$ cat config.mk
export PLATFORM = sky130hd
export DESIGN_NAME = filter_sched
export DESIGN_NICKNAME = d
export VERILOG_FILES = /design/src/rtl/filter_sched.sv
export SDC_FILE = /design/constraint.sdc
export NUM_CORES = 1
export LEC_CHECK = 0
export ABC_CLOCK_PERIOD_IN_PS = 8600
export CORE_MARGIN = 2
export CORE_UTILIZATION = 45
export DETAILED_ROUTE_END_ITERATION = 16
export PLACE_DENSITY = 0.7
export SLEW_MARGIN = 20
export SYNTH_ARGS = -nofsm -noshare
export SYNTH_HDL_FRONTEND = slang
export SYNTH_SLANG_ARGS = --single-unit
$ cat constraint.sdc
create_clock -name clk -period 8.6 [get_ports clk]
set_input_delay 1.29 -clock clk [delete_from_list [all_inputs] [get_ports clk]]
set_output_delay 1.29 -clock clk [all_outputs]
set_load 0.05 [all_outputs]
$ cat src/rtl/filter_sched.sv
// -----------------------------------------------------------------------------
// filter_sched
//   Scheduler for the second-order recursive filter
//     y[n] = A*A*y[n-2] + A*B*x[n-1] + B*x[n]
//   built around one shared, externally instantiated pipelined multiplier.
//   Each accepted sample issues three products back-to-back:
//     (B, x[n]), (A*B, x[n-1]), (A*A, y[n-2]).
//   The returned products are summed. The result is then held until the
//   consumer takes it. The x[n-1] / y[n-1] / y[n-2] history advances once per
//   completed sample. All arithmetic wraps modulo 2^WIDTH.
//
// Ports
//   clk        in   rising-edge clock
//   reset      in   synchronous, active-high reset
//   in_valid   in   x_in carries a sample
//   in_ready   out  block can accept a sample (IDLE only)
//   x_in       in   input sample x[n]
//   out_valid  out  y_out carries a result
//   out_ready  in   consumer accepts y_out
//   y_out      out  filter output y[n]
//   mul_en     out  mul_a/mul_b carry a product request this cycle
//   mul_a      out  coefficient operand (0 when idle)
//   mul_b      out  data operand (0 when idle)
//   mul_p      in   product, MUL_LAT edges after the operands were sampled
//   busy       out  FSM is not in IDLE
// -----------------------------------------------------------------------------
module filter_sched #(
  parameter int unsigned WIDTH   = 32,
  parameter int          A       = 2,
  parameter int          B       = 3,
  parameter int unsigned MUL_LAT = 2
) (
  input  logic             clk,
  input  logic             reset,
  input  logic             in_valid,
  output logic             in_ready,
  input  logic [WIDTH-1:0] x_in,
  output logic             out_valid,
  input  logic             out_ready,
  output logic [WIDTH-1:0] y_out,
  output logic             mul_en,
  output logic [WIDTH-1:0] mul_a,
  output logic [WIDTH-1:0] mul_b,
  input  logic [WIDTH-1:0] mul_p,
  output logic             busy
);

  localparam logic [WIDTH-1:0] B_C  = WIDTH'(B);
  localparam logic [WIDTH-1:0] AB_C = WIDTH'(A * B);
  localparam logic [WIDTH-1:0] AA_C = WIDTH'(A * A);

  typedef enum logic [1:0] {
    ST_IDLE  = 2'd0,
    ST_ISSUE = 2'd1,
    ST_DRAIN = 2'd2,
    ST_OUT   = 2'd3
  } state_t;

  state_t             state_r;
  state_t             state_s;
  logic [1:0]         cnt_r;       // issue slot currently presented
  logic [1:0]         ret_cnt_r;   // tagged products accumulated so far
  logic [WIDTH-1:0]   acc_r;
  logic [WIDTH-1:0]   x_cap_r;
  logic [WIDTH-1:0]   x_prev_r;
  logic [WIDTH-1:0]   y_h1_r;
  logic [WIDTH-1:0]   y_h2_r;
  logic [MUL_LAT-1:0] tag_r;

  logic               in_ready_r;
  logic               out_valid_r;
  logic [WIDTH-1:0]   y_out_r;
  logic               mul_en_r;
  logic [WIDTH-1:0]   mul_a_r;
  logic [WIDTH-1:0]   mul_b_r;
  logic               busy_r;

  logic               accept_s;
  logic               release_s;
  logic               tag_out_s;
  logic               done_s;
  logic [WIDTH-1:0]   y_new_s;
  logic               mul_en_s;
  logic [WIDTH-1:0]   mul_a_s;
  logic [WIDTH-1:0]   mul_b_s;
  logic               in_ready_s;
  logic               busy_s;

  // in_ready_r is only ever high in IDLE; gating with it keeps the first
  // cycle after reset (state IDLE, in_ready still low) from accepting.
  assign accept_s  = (state_r == ST_IDLE) && in_valid && in_ready_r;
  assign release_s = (state_r == ST_OUT) && out_valid_r && out_ready;
  assign tag_out_s = tag_r[MUL_LAT-1];
  assign y_new_s   = acc_r + mul_p;
  assign done_s    = (state_r == ST_DRAIN) && tag_out_s && (ret_cnt_r == 2'd2);

  // State register and issue-slot counter.
  always_ff @(posedge clk) begin
    if (reset) begin
      state_r <= ST_IDLE;
      cnt_r   <= 2'd0;
    end else begin
      state_r <= state_s;
      if (accept_s) begin
        cnt_r <= 2'd0;
      end else if (state_r == ST_ISSUE) begin
        cnt_r <= cnt_r + 2'd1;
      end
    end
  end

  // Next-state logic.
  always_comb begin
    state_s = state_r;
    case (state_r)
      ST_IDLE: begin
        if (accept_s) state_s = ST_ISSUE;
        else          state_s = ST_IDLE;
      end
      ST_ISSUE: begin
        if (cnt_r == 2'd2) state_s = ST_DRAIN;
        else               state_s = ST_ISSUE;
      end
      ST_DRAIN: begin
        if (done_s) state_s = ST_OUT;
        else        state_s = ST_DRAIN;
      end
      ST_OUT: begin
        if (release_s) state_s = ST_IDLE;
        else           state_s = ST_OUT;
      end
      default: state_s = ST_IDLE;
    endcase
  end

  // Next-cycle output decode; the values are registered below so every
  // output comes straight from a flop. Slot 0 is entered only on accept,
  // so its data operand is taken directly from x_in.
  always_comb begin
    mul_en_s = 1'b0;
    mul_a_s  = '0;
    mul_b_s  = '0;
    case (state_r)
      ST_IDLE: begin
        if (accept_s) begin
          mul_en_s = 1'b1;
          mul_a_s  = B_C;
          mul_b_s  = x_in;
        end else begin
          mul_en_s = 1'b0;
          mul_a_s  = '0;
          mul_b_s  = '0;
        end
      end
      ST_ISSUE: begin
        if (cnt_r == 2'd0) begin
          mul_en_s = 1'b1;
          mul_a_s  = AB_C;
          mul_b_s  = x_prev_r;
        end else if (cnt_r == 2'd1) begin
          mul_en_s = 1'b1;
          mul_a_s  = AA_C;
          mul_b_s  = y_h2_r;
        end else begin
          mul_en_s = 1'b0;
          mul_a_s  = '0;
          mul_b_s  = '0;
        end
      end
      default: begin
        mul_en_s = 1'b0;
        mul_a_s  = '0;
        mul_b_s  = '0;
      end
    endcase
    in_ready_s = (state_s == ST_IDLE);
    busy_s     = (state_s != ST_IDLE);
  end

  // Output registers.
  always_ff @(posedge clk) begin
    if (reset) begin
      in_ready_r <= 1'b0;
      busy_r     <= 1'b0;
      mul_en_r   <= 1'b0;
      mul_a_r    <= '0;
      mul_b_r    <= '0;
    end else begin
      in_ready_r <= in_ready_s;
      busy_r     <= busy_s;
      mul_en_r   <= mul_en_s;
      mul_a_r    <= mul_a_s;
      mul_b_r    <= mul_b_s;
    end
  end

  // Issue tag pipeline: a tag leaves the last stage on the same edge its
  // product is valid on mul_p. Clearing it on reset discards in-flight work.
  generate
    if (MUL_LAT == 1) begin : g_tag_single
      // Single-stage tag.
      always_ff @(posedge clk) begin
        if (reset) tag_r <= '0;
        else       tag_r <= mul_en_r;
      end
    end else begin : g_tag_multi
      // Multi-stage tag shift register.
      always_ff @(posedge clk) begin
        if (reset) tag_r <= '0;
        else       tag_r <= {tag_r[MUL_LAT-2:0], mul_en_r};
      end
    end
  endgenerate

  // Accumulator, sample capture, result register and filter history.
  always_ff @(posedge clk) begin
    if (reset) begin
      acc_r       <= '0;
      ret_cnt_r   <= 2'd0;
      x_cap_r     <= '0;
      x_prev_r    <= '0;
      y_h1_r      <= '0;
      y_h2_r      <= '0;
      y_out_r     <= '0;
      out_valid_r <= 1'b0;
    end else begin
      if (accept_s) begin
        x_cap_r   <= x_in;
        acc_r     <= '0;
        ret_cnt_r <= 2'd0;
      end else if (tag_out_s && ((state_r == ST_ISSUE) || (state_r == ST_DRAIN))) begin
        acc_r     <= y_new_s;
        ret_cnt_r <= ret_cnt_r + 2'd1;
      end
      if (done_s) begin
        y_out_r     <= y_new_s;
        out_valid_r <= 1'b1;
        y_h2_r      <= y_h1_r;
        y_h1_r      <= y_new_s;
        x_prev_r    <= x_cap_r;
      end else if (release_s) begin
        out_valid_r <= 1'b0;
      end
    end
  end

  assign in_ready  = in_ready_r;
  assign out_valid = out_valid_r;
  assign y_out     = y_out_r;
  assign mul_en    = mul_en_r;
  assign mul_a     = mul_a_r;
  assign mul_b     = mul_b_r;
  assign busy      = busy_r;

endmodule
==> impl_metrics.json, run 1 <==
{
  "synthesis.instances": 1146,
  "crit_arrival_ns": 4.40,
  "crit_type": "input port to flip-flop",
  "clk_pin_slew_ns": 0.06,
  "placed_cell_area_sq_um": 10700,
  "required_ns": 8.94,
  "layout_common_cells": "nand2_1 (313), dfxtp_1 (207), a21oi_1 (203)",
  "grt_usage": 0.213,
  "switching_share": 0.235,
  "end_kind": "flip-flop",
  "critPathMaxFanout": 4,
  "final_util": 0.566,
  "wirelength_mm": 24.0,
  "via_per_inst": 5.27,
  "cts_buffers": 22,
  "cts_tree": "built",
  "start_util": 0.459,
  "slew_viol_final": 0,
  "ant_nets": 0,
  "io_buffer_count": 138,
  "synthArstFlopShare": 0,
  "h-tree-depth": 1,
  "crit_path_start_kind": "input port",
  "final_common_cell": "nand2_1",
  "syn_area_per_cell_sq_um": 8.13,
  "synth_cell_types": 64,
  "setup_slack_ns": 4.54,
  "power.share.clock": 0.457,
  "drc": 0,
  "post-cts-setup-buffer-count": 0,
  "cts_buffer_depth": 3,
  "clk_root_buffer_cell": "clkbuf_16",
  "grt_overflow": 0,
  "regArea_sq_um": 4140,
  "fin_nets": 1353,
  "die_x_um": 148,
  "min_period_over_period": 0.472,
  "period_needed_ns": 4.06,
  "grt_max_degree": 93,
  "die_area_sq_um": 21900,
  "switchingPower_mw": 0.505,
  "seq_area_frac_synth": 0.445,
  "grt_pass1_vias": 7587,
  "power.density_nw_per_um2": 187,
  "dr.pass1.iters": 5,
  "p_leak_nw": 4.20,
  "slew_headroom": 0.360,
  "pre_cts_ws_ns": 4.04,
  "rsz0062_at_grt": "no",
  "grt_pass1_wl_mm": 38.6,
  "cts_resized": 0,
  "p_seq_frac": 0.457,
  "core_area_sq_um": 20300,
  "reg2reg_setup_slack_ns": 5.44,
  "multi_input_area_sq_um": 4770,
  "antenna_found_initial": 0,
  "fillers": 1904,
  "maxCapViolations": 0,
  "drive_above_1_share": 0.0588,
  "worst_pin_slew_ns": 0.960,
  "total_power_mw": 2.14,
  "place_congestion": 0.879,
  "hold_buffers": 0,
  "wl_per_cell_um": 15.7,
  "peakVddDrop_uv": 113,
  "ys_ff_latch": 207,
  "p_int_mw": 1.64,
  "tns_ns": 0,
  "synthToLayoutAreaGrowth_pct": 23.4,
  "setup_viol": 0,
  "hpwl_mm": 16.2,
  "io_pins": 168,
  "max_freq_mhz": 246,
  "fp-row-count": 52,
  "syn_area_sq_um": 9310,
  "die_y_um": 148,
  "yosysWarnings": 0,
  "finalClockSkew_ns": 0.0163,
  "hold_violations": 0,
  "combPwrFrac": 0.086,
  "num_vias": 8062,
  "n_antenna_cell": 0,
  "synth_ff_type": "dfxtp_1",
  "outcome": "finished, final reports clean",
  "cts.sinks": 207,
  "clk-insertion-delay-late_ns": 0.50,
  "synth_edf_count": 0,
  "fin_area_sq_um": 11500,
  "hold_class": "flip-flop to flip-flop",
  "drtIter0Drc": 475
}
## flip-flops by register name, summed over array words and instances (netlist names)
signal / cells
state_r: 2
in_ready: 1
busy: 1
out_valid: 1
cnt_r: 2
y_out: 32
x_cap_r: 32
acc_r: 32
mul_b: 32
tag_r: 2
ret_cnt_r: 2
x_prev_r: 32
mul_en: 1
y_h2_r: 32
mul_a: 3
## power groups by stage
stage	sequential, mW	combinational (mW)	clock [mW]
final	0.979	0.185	0.979
after global routing	0.980	0.199	1.04
after CTS	0.979	0.185	0.996
after detailed placement	1.00	0.184	0
after global placement	1.00	0.184	0
after floorplan	1.02	0.109	0
## metrics by stage
step | cells | hold WS [ns]
6_report | 1529 | 0.450
5_1_grt | 1529 | 0.464
4_1_cts | 1529 | 0.450
3_5_place_dp | 1490 | 0.443
3_3_place_gp | 1490 | 0.437
2_1_floorplan | 1174 | 0.414
## final timing paths
check	end	depth (start not counted)	from
setup / recovery	y_out[30]$_SDFFE_PP0P_	12	mul_p[0]
hold / removal	x_prev_r[9]$_SDFFE_PP0P_	2	x_cap_r[9]$_SDFFE_PP0N_
setup reg to reg	y_out[30]$_SDFFE_PP0P_	11	acc_r[0]$_SDFFE_PP0P_
hold reg to reg	x_prev_r[9]$_SDFFE_PP0P_	2	x_cap_r[9]$_SDFFE_PP0N_
## cell families after synthesis
group / synth area share
buffers and inverters: 0.0568
flip-flops: 0.445
XOR/XNOR: 0.0261
AND/OR/NAND/NOR: 0.196
AO/OA/AOI/OAI: 0.194
multiplexers: 0.0258
adder cells (fa/ha/maj): 0.0559
other: 0.000403
## layer usage
metal | GRT usage | up-vias | wire length (um)
met5 | 0 | - | 0
met3 | 0.0259 | 32 | 1130
met4 | 0.0571 | 0 | 473
met1 | 0.306 | 3759 | 11500
li1 | - | 4055 | -
met2 | 0.342 | 216 | 10900
## cell type report
type | instances | area share
multi-input combinational | 855 | 0.415
sequential | 207 | 0.361
timing repair buffer | 146 | 0.125
clock buffer | 31 | 0.0553
tap | 270 | 0.0294
clock inverter | 8 | 0.0102
inverter | 12 | 0.00392
## critical path, cell delays in order
cell and delay (ns):
clkdlybuf4s50_1 0.40, ha_1 0.23, fa_1 0.42, a21o_1 0.21
a21oi_2 0.25, o211ai_2 0.14, a41oi_1 0.38, o21ai_1 0.23
a31o_2 0.27, a41o_1 0.27, mux2i_1 0.18, o311ai_1 0.13
## synth_stat cells, types with 6 or more instances
cell type,n,area share
nand2_1,313,0.13
dfxtp_1,207,0.44
a21oi_1,203,0.11
clkbuf_1,64,0.026
nor2_1,46,0.019
ha_1,40,0.054
buf_4,29,0.023
xnor2_1,21,0.020
a22oi_1,17,0.014
a21o_1,16,0.013
mux2_2,16,0.019
nand3_1,14,0.0075
a211oi_1,12,0.0097
inv_1,12,0.0048
nor3_1,10,0.0054
and3_1,9,0.0060
nor2b_1,9,0.0060
o21bai_1,8,0.0064
buf_1,7,0.0028
o21ai_0,7,0.0038
and2_1,6,0.0040
mux2i_1,6,0.0064
No activity file was read; power rests on OpenSTA's default activity.
==> run 2, diff against run 1 <==
--- a/config.mk
+++ b/config.mk
@@ -5,7 +5,7 @@
 export SDC_FILE = /design/constraint.sdc
 export NUM_CORES = 1
 export LEC_CHECK = 0
-export ABC_CLOCK_PERIOD_IN_PS = 8600
+export ABC_CLOCK_PERIOD_IN_PS = 4010
 export CORE_MARGIN = 2
 export CORE_UTILIZATION = 45
 export DETAILED_ROUTE_END_ITERATION = 16
==> constraint.sdc (replaced) <==
create_clock -name clk -period 4.01 [get_ports clk]
set_input_delay 0.6015 -clock clk [delete_from_list [all_inputs] [get_ports clk]]
set_output_delay 0.6015 -clock clk [all_outputs]
set_load 0.05 [all_outputs]
==> impl_metrics.json, run 2 (synthesis results as in run 1) <==
{
  "outcome": "finished, final reports clean",
  "place_congestion": 0.913,
  "via_per_inst": 5.21,
  "r2r_cells": 11,
  "core_area_sq_um": 20300,
  "grt_overflow": 0,
  "cts.sinks": 207,
  "cts_tree": "built",
  "final_common_cell": "nand2_1",
  "period_needed_ns": 3.32,
  "r2r_start": "acc_r[0]$_SDFFE_PP0P_",
  "n_antenna_cell": 0,
  "drc": 0,
  "start_util": 0.459,
  "placed_cell_area_sq_um": 10800,
  "io_pins": 168,
  "total_power_mw": 4.52,
  "grt_pass1_wl_mm": 38.1,
  "required_ns": 4.35,
  "hpwl_mm": 16.2,
  "power.density_nw_per_um2": 392,
  "synthToLayoutAreaGrowth_pct": 23.6,
  "hold_violations": 0,
  "cts_resized": 0,
  "io_buffer_count": 138,
  "post-cts-setup-buffer-count": 0,
  "max_freq_mhz": 301,
  "wl_per_cell_um": 15.6,
  "drive_above_1_share": 0.0617,
  "slew_viol_final": 0,
  "reg2reg_setup_slack_ns": 0.90,
  "die_area_sq_um": 21900,
  "dr.pass1.iters": 7,
  "hold_buffers": 0,
  "clk-insertion-delay-late_ns": 0.50,
  "drtIter0Drc": 510,
  "rsz0062_at_grt": "no",
  "grt_pass1_vias": 7481,
  "fin_nets": 1357,
  "min_period_over_period": 0.828,
  "whs_ns": 0.442,
  "antenna_found_initial": 0,
  "fillers": 1956,
  "peakVddDrop_uv": 220,
  "h-tree-depth": 1,
  "whs_path_depth": 1,
  "slew_headroom": 0.267,
  "p_leak_nw": 4.21,
  "hold_class": "flip-flop to flip-flop",
  "setup_viol": 0,
  "grt_max_degree": 103,
  "tns_ns": 0,
  "fp-row-count": 52,
  "wirelength_mm": 23.9,
  "hold_end": "tag_r[1]$_SDFF_PP0_",
  "maxCapViolations": 0,
  "cts_buffer_depth": 3,
  "finalClockSkew_ns": 0.0119,
  "worst_pin_slew_ns": 1.10,
  "crit_path_start_kind": "input port",
  "min_from": "tag_r[0]$_SDFF_PP0_",
  "crit_arrival_ns": 3.66,
  "num_vias": 7994,
  "final_util": 0.567,
  "crit_type": "input port to flip-flop",
  "clk_pin_slew_ns": 0.06,
  "critPathMaxFanout": 4,
  "grt_usage": 0.212,
  "ant_nets": 0,
  "clk_root_buffer_cell": "clkbuf_16",
  "end_kind": "flip-flop",
  "cts_buffers": 22,
  "die_y_um": 148,
  "fin_area_sq_um": 11500,
  "layout_common_cells": "nand2_1 (313), dfxtp_1 (207), a21oi_1 (203)",
  "rr_endpoint": "y_out[30]$_SDFFE_PP0P_",
  "die_x_um": 148
}
-- run 2: changes by cell type in the layout (fill, tap and decap cells not counted), sizes merged --
cell / delta
clkbuf: +5
buf: +4
bufinv: -3
clkinv: -2
inv: +1
-- run 2: worst max-delay path, cell delays in order --
cell and delay, ns:
clkdlybuf4s50_1 0.40, ha_1 0.23, fa_1 0.41, a21o_1 0.21, a21oi_2 0.22, o211ai_2 0.13
a41oi_1 0.42, o21ai_1 0.24, a31o_2 0.27, a41o_1 0.28, mux2i_1 0.15, o311ai_1 0.10
-- run 2: layout make-up --
cell class,count,area (sq um),area share
Multi-Input combinational cell,855,4770,0.415
Sequential cell,207,4140,0.360
Timing Repair Buffer,150,1480,0.129
Clock buffer,36,704,0.0612
Tap cell,270,338,0.0294
Inverter,12,45.0,0.00391
Clock inverter,4,26.3,0.00228
-- run 2: power by group --
part / total [mW] / internal (mW) / switching, mW
clock: 2.02 / 1.20 / 0.817
combinational: 0.399 / 0.134 / 0.265
sequential: 2.10 / 2.09 / 0.0129
-- run 2: per-layer routing --
| layer | vias up | routed length [um] | global-route usage |
|---|---|---|---|
| met5 | - | 0 | 0 |
| met4 | 0 | 369 | 0.0505 |
| met3 | 27 | 1360 | 0.0281 |
| met2 | 226 | 10900 | 0.338 |
| met1 | 3685 | 11200 | 0.305 |
| li1 | 4056 | - | - |
-- run 2: per-stage QoR --
step / setup WS, ns / std cells
floorplan: 0.995 / 1174
global placement: 0.253 / 1494
detailed placement: 0.210 / 1494
CTS: 0.719 / 1534
global route: 0.528 / 1534
finish: 0.689 / 1534
-- run 2: how the worst max path moves through the flow --
stage / startpoint / slack, ns / end / cells after the start
after floorplan: mul_p[0] / 0.99 / y_out[30]$_SDFFE_PP0P_ / 11
after global placement: mul_p[0] / 0.25 / y_out[30]$_SDFFE_PP0P_ / 12
after detailed placement: mul_p[0] / 0.21 / y_out[30]$_SDFFE_PP0P_ / 12
after CTS: mul_p[0] / 0.72 / y_out[30]$_SDFFE_PP0P_ / 12
after global routing: mul_p[0] / 0.53 / y_out[30]$_SDFFE_PP0P_ / 12
final: mul_p[0] / 0.69 / y_out[30]$_SDFFE_PP0P_ / 12
==> run 3, diff against run 2 <==
--- a/config.mk
+++ b/config.mk
@@ -5,11 +5,11 @@
 export SDC_FILE = /design/constraint.sdc
 export NUM_CORES = 1
 export LEC_CHECK = 0
-export ABC_CLOCK_PERIOD_IN_PS = 4010
+export ABC_CLOCK_PERIOD_IN_PS = 2900
 export CORE_MARGIN = 2
 export CORE_UTILIZATION = 45
 export DETAILED_ROUTE_END_ITERATION = 16
-export PLACE_DENSITY = 0.7
+export PLACE_DENSITY = 0.73
 export SLEW_MARGIN = 20
 export SYNTH_ARGS = -nofsm -noshare
 export SYNTH_HDL_FRONTEND = slang
==> constraint.sdc (replaced) <==
create_clock -name clk -period 2.9 [get_ports clk]
set_input_delay 0.435 -clock clk [delete_from_list [all_inputs] [get_ports clk]]
set_output_delay 0.435 -clock clk [all_outputs]
set_load 0.05 [all_outputs]
==> impl_metrics.json, run 3 (synthesis results as in run 1) <==
{
  "outcome": "finished, final reports clean",
  "max_freq_mhz": 357,
  "combPwrFrac": 0.088,
  "p_leak_nw": 4.55,
  "clk_root_buffer_cell": "clkbuf_16",
  "wl_per_cell_um": 15.5,
  "finalClockSkew_ns": 0.0142,
  "critPathSlowestCell": "clkdlybuf4s50_1",
  "num_vias": 8299,
  "fin_nets": 1415,
  "min_period_over_period": 0.966,
  "worstSetupStartpoint": "mul_p[0]",
  "hold_class": "input port to flip-flop",
  "synthToLayoutAreaGrowth_pct": 29.6,
  "path_buf_inv": 1,
  "clk-insertion-delay-late_ns": 0.52,
  "grt_usage": 0.220,
  "grt_overflow": 0,
  "hold_buffers": 0,
  "drtIter0Drc": 555,
  "final_common_cell": "nand2_1",
  "power.density_nw_per_um2": 555,
  "rr_endpoint": "y_out[30]$_SDFFE_PP0P_",
  "critPathMaxFanout": 4,
  "die_y_um": 148,
  "antenna_found_initial": 0,
  "multi_input_area_sq_um": 4800,
  "slew_viol_final": 0,
  "maxCapViolations": 0,
  "crit_arrival_ns": 3.17,
  "r2r_start": "acc_r[0]$_SDFFE_PP0P_",
  "whs_path_depth": 2,
  "dr.pass1.iters": 5,
  "period_needed_ns": 2.80,
  "crit_type": "input port to flip-flop",
  "fin_area_sq_um": 12100,
  "cts.sinks": 207,
  "io_pins": 168,
  "die_area_sq_um": 21900,
  "r2r_cells": 11,
  "end_kind": "flip-flop",
  "peakVddDrop_uv": 485,
  "regArea_sq_um": 4140,
  "core_area_sq_um": 20300,
  "wirelength_mm": 24.6,
  "p_int_mw": 5.15,
  "cp-endpoint": "y_out[30]$_SDFFE_PP0P_",
  "crit_path_start_kind": "input port",
  "n_antenna_cell": 0,
  "ant_nets": 0,
  "die_x_um": 148,
  "cp_top_family": "compound AO/OA/AOI/OAI gates",
  "required_ns": 3.27,
  "final_util": 0.595,
  "power.share.clock": 0.479,
  "switching_share": 0.232,
  "fp-row-count": 52,
  "place_congestion": 0.908,
  "cts_buffer_depth": 3,
  "p_seq_frac": 0.433,
  "io_buffer_count": 138,
  "cts_tree": "built",
  "pre_cts_ws_ns": -0.606,
  "total_power_mw": 6.70,
  "placed_cell_area_sq_um": 11200,
  "fillers": 1816,
  "drc": 0,
  "start_util": 0.459,
  "hpwl_mm": 17.1,
  "drive_above_1_share": 0.107,
  "clk_pin_slew_ns": 0.05,
  "cts_buffers": 23,
  "switchingPower_mw": 1.56,
  "setup_viol": 0,
  "grt_pass1_wl_mm": 39.7,
  "grt_max_degree": 99,
  "setup_slack_ns": 0.0980,
  "slew_headroom": 0.343,
  "crit_chain": "clkdlybuf4s50_1 -> ha_1 -> fa_2 -> a21o_1 -> a21oi_2 -> o211ai_2 -> a41oi_2 -> o21ai_2 -> a31o_2 -> a41o_1 -> mux2i_1 -> o311ai_1",
  "reg2reg_setup_slack_ns": 0.14,
  "max_stage_delay_ns": 0.40,
  "grt_pass1_vias": 8000,
  "hold_violations": 0,
  "worst_pin_slew_ns": 0.986,
  "via_per_inst": 5.22,
  "path_depth": 12,
  "layout_common_cells": "nand2_1 (313), dfxtp_1 (207), a21oi_1 (203)",
  "h-tree-depth": 1,
  "rsz0062_at_grt": "no"
}
==> run 3: timing repair <==
action	in CTS	in global routing
setup buffers	0	1
pin swaps	0	6
endpoints found under the setup margin	1	9
resized for setup	1	5
==> run 3: cell type report <==
type,instances,share of cell area
Tap cell,270,0.0280
Sequential cell,207,0.343
Clock buffer,35,0.0589
Inverter,12,0.00373
Timing Repair Buffer,207,0.157
Multi-Input combinational cell,855,0.398
Clock inverter,5,0.0116
==> run 3: per-layer routing <==
| layer | track usage | part of all wire | vias up |
|---|---|---|---|
| met5 | 0 | 0 | - |
| met4 | 0.0695 | 0.027 | 0 |
| met3 | 0.0278 | 0.050 | 45 |
| met2 | 0.362 | 0.46 | 249 |
| met1 | 0.302 | 0.46 | 3829 |
| li1 | - | - | 4176 |
==> run 3: power by group through the flow <==
stage | sequential, mW | combinational (mW) | clock [mW]
after CTS | 2.91 | 0.588 | 3.26
after global placement | 2.97 | 0.578 | 0
final | 2.91 | 0.590 | 3.21
after global routing | 2.91 | 0.631 | 3.39
after floorplan | 3.02 | 0.324 | 0
after detailed placement | 2.97 | 0.583 | 0
==> run 3: worst register-to-register path, delay by kind of cell, from the launching register on <==
kind	cells	cell delay [ns]
adder cells (fa/ha/maj)	2	0.58
AO/OA/AOI/OAI	8	1.53
multiplexers	1	0.20
flip-flops	1	0.31
==> run 3: per-stage QoR <==
step | hold WS, ns | TNS [ns] | cells
6_report | 0.376 | 0 | 1591
4_1_cts | 0.368 | 0 | 1590
3_5_place_dp | 0.445 | -11.32 | 1550
5_1_grt | 0.423 | 0 | 1591
2_1_floorplan | 0.414 | 0 | 1174
3_3_place_gp | 0.424 | -9.55 | 1550
==> run 3: how the worst min path moves through the flow <==
stage                              startpoint                      to  slack (ns)
after floorplan           tag_r[0]$_SDFF_PP0_     tag_r[1]$_SDFF_PP0_        0.41
after global placement    tag_r[0]$_SDFF_PP0_     tag_r[1]$_SDFF_PP0_        0.42
after detailed placement  tag_r[0]$_SDFF_PP0_     tag_r[1]$_SDFF_PP0_        0.44
after CTS                               reset  y_out[11]$_SDFFE_PP0P_        0.37
after global routing                    reset  y_h2_r[5]$_SDFFE_PP0P_        0.42
final                                   reset  out_valid$_SDFFE_PP0P_        0.38
==> patch: new RTL, settings of run 1 <==
The parameter `MUL_LAT` goes from 2 to 1.
--- a/src/rtl/filter_sched.sv
+++ b/src/rtl/filter_sched.sv
@@ -28,7 +28,7 @@
   parameter int unsigned WIDTH   = 32,
   parameter int          A       = 2,
   parameter int          B       = 3,
-  parameter int unsigned MUL_LAT = 2
+  parameter int unsigned MUL_LAT = 1
 ) (
   input  logic             clk,
   input  logic             reset,
Formal check against the unedited RTL: same outputs for any inputs over 4 cycles, from zero or initial values and one cycle with reset high; that may be too few to reach the edited logic, so the function may still have changed.
==> patch against run 1 <==
- power down 0.11%
- cell area up 1.2%
- combinational power up 8%
- sequential cell count down 1
- cell count up 2.4%
- area after synthesis up 2.9%
- routed wire length up 16%
- setup slack better by 0.32 ns
- sequential power down 0.4%
- critical path type unchanged
- critical endpoint is now acc_r[28]$_SDFFE_PP0P_
- largest cell class unchanged
- highest routed layer unchanged
==> patch: results (changes against run 1) <==
die span in x - 150 um (was 148 um)
clk pwr - 0.967 mW (was 0.979 mW)
worst slew pin tran - 1.03 ns (was 0.960 ns)
share of cells above drive strength 1 - 6.20% (was 5.88%)
GPL Wtd Cong - 0.914 (was 0.879)
setup slack, reg-to-reg - 5.76 ns (was 5.44 ns)
Hold WS - 0.451 ns (was 0.450 ns)
Critical Path Slowest Stage Cell - or3_1 (was fa_1)
DP Area - 10900 um2 (was 10700 um2)
worst reg2reg path depth - 9 (was 11)
DRT iter0 DRCs - 620 (was 475)
worst slack, placed - 4.34 ns (was 4.04 ns)
Total GRT Usage - 24.3% (was 21.3%)
vias in the first global route - 8084 (was 7587)
Max Clock Skew - 0.00900 ns (was 0.0163 ns)
TritonCTS Buffers - 23 (was 22)
largest net degree at the start of global routing - 103 (was 93)
met1 global-route usage - 33.9% (was 30.6%)
fill count - 1964 (was 1904)
sequential area share after synthesis - 43.0% (was 44.5%)
M2 GR Usage - 39.3% (was 34.2%)
placed insts - 1525 (was 1490)
vias - 8676 (was 8062)
Leak - 4.27 nW (was 4.20 nW)
status - complete, no violations (unchanged)
HPWL after DPL - 19.3 mm (was 16.2 mm)
routed length per instance - 17.7 um (was 15.7 um)
Final nets - 1384 (was 1353)
Cell Int Power - 1.60 mW (was 1.64 mW)
Peak VDD IR - 125 uV (was 113 uV)
worst hold start - x_cap_r[7]$_SDFFE_PP0N_ (was x_cap_r[9]$_SDFFE_PP0N_)
Layout Cells excl Fill - 1566 (was 1529)
area of the multi-input gates - 4910 um2 (was 4770 um2)
global-route wire length before repair - 43.4 mm (was 38.6 mm)
met3 Usage GRT - 3.54% (was 2.59%)
power in sequential cells - 0.975 mW (was 0.979 mW)
Synth top cells by count - nand2_1 (300), dfxtp_1 (206), a21oi_1 (191), clkbuf_1 (61), ha_1 (40) (was nand2_1 (313), dfxtp_1 (207), a21oi_1 (203), clkbuf_1 (64), nor2_1 (46))
FMAX - 0.267 GHz (was 0.246 GHz)
CP max FO - 6 (was 4)
Synth area leaders - dfxtp_1 (43%), nand2_1 (12%), a21oi_1 (10%), ha_1 (5.2%), clkbuf_1 (2.4%) (was dfxtp_1 (44%), nand2_1 (13%), a21oi_1 (11%), ha_1 (5.4%), clkbuf_1 (2.6%))
met2 routed WL - 12.7 mm (was 10.9 mm)
Cells after Synth - 1182 (was 1146)
-- patch: cell count changes after synthesis, moves of 5 or more --
cell | run 1 | this run
nor2_1 | 46 | 33
buf_2 | 0 | 5
clkbuf_8 | 0 | 6
a21oi_1 | 203 | 191
a31oi_1 | 3 | 9
o21ai_0 | 7 | 38
nand2_1 | 313 | 300
nand4_1 | 4 | 13
nor3_1 | 10 | 17
nand3_1 | 14 | 33
-- patch: logic make-up after synthesis --
kind of cell             Yosys count  share of synthesized area, %
AO/OA/AOI/OAI                    331                          20.7
other                              1                        0.0391
XOR/XNOR                          25                          2.28
buffers and inverters            123                          6.88
flip-flops                       206                          43.0
adder cells (fa/ha/maj)           41                          5.43
AND/OR/NAND/NOR                  434                          19.3
multiplexers                      21                          2.40
-- patch: final cells by class --
cell class / instances / area share [%]
Sequential cell: 206 / 35.4
Clock buffer: 30 / 5.26
Multi-Input combinational cell: 881 / 42.2
Inverter: 14 / 0.452
Timing Repair Buffer: 149 / 12.6
Clock inverter: 11 / 1.09
Tap cell: 275 / 2.96
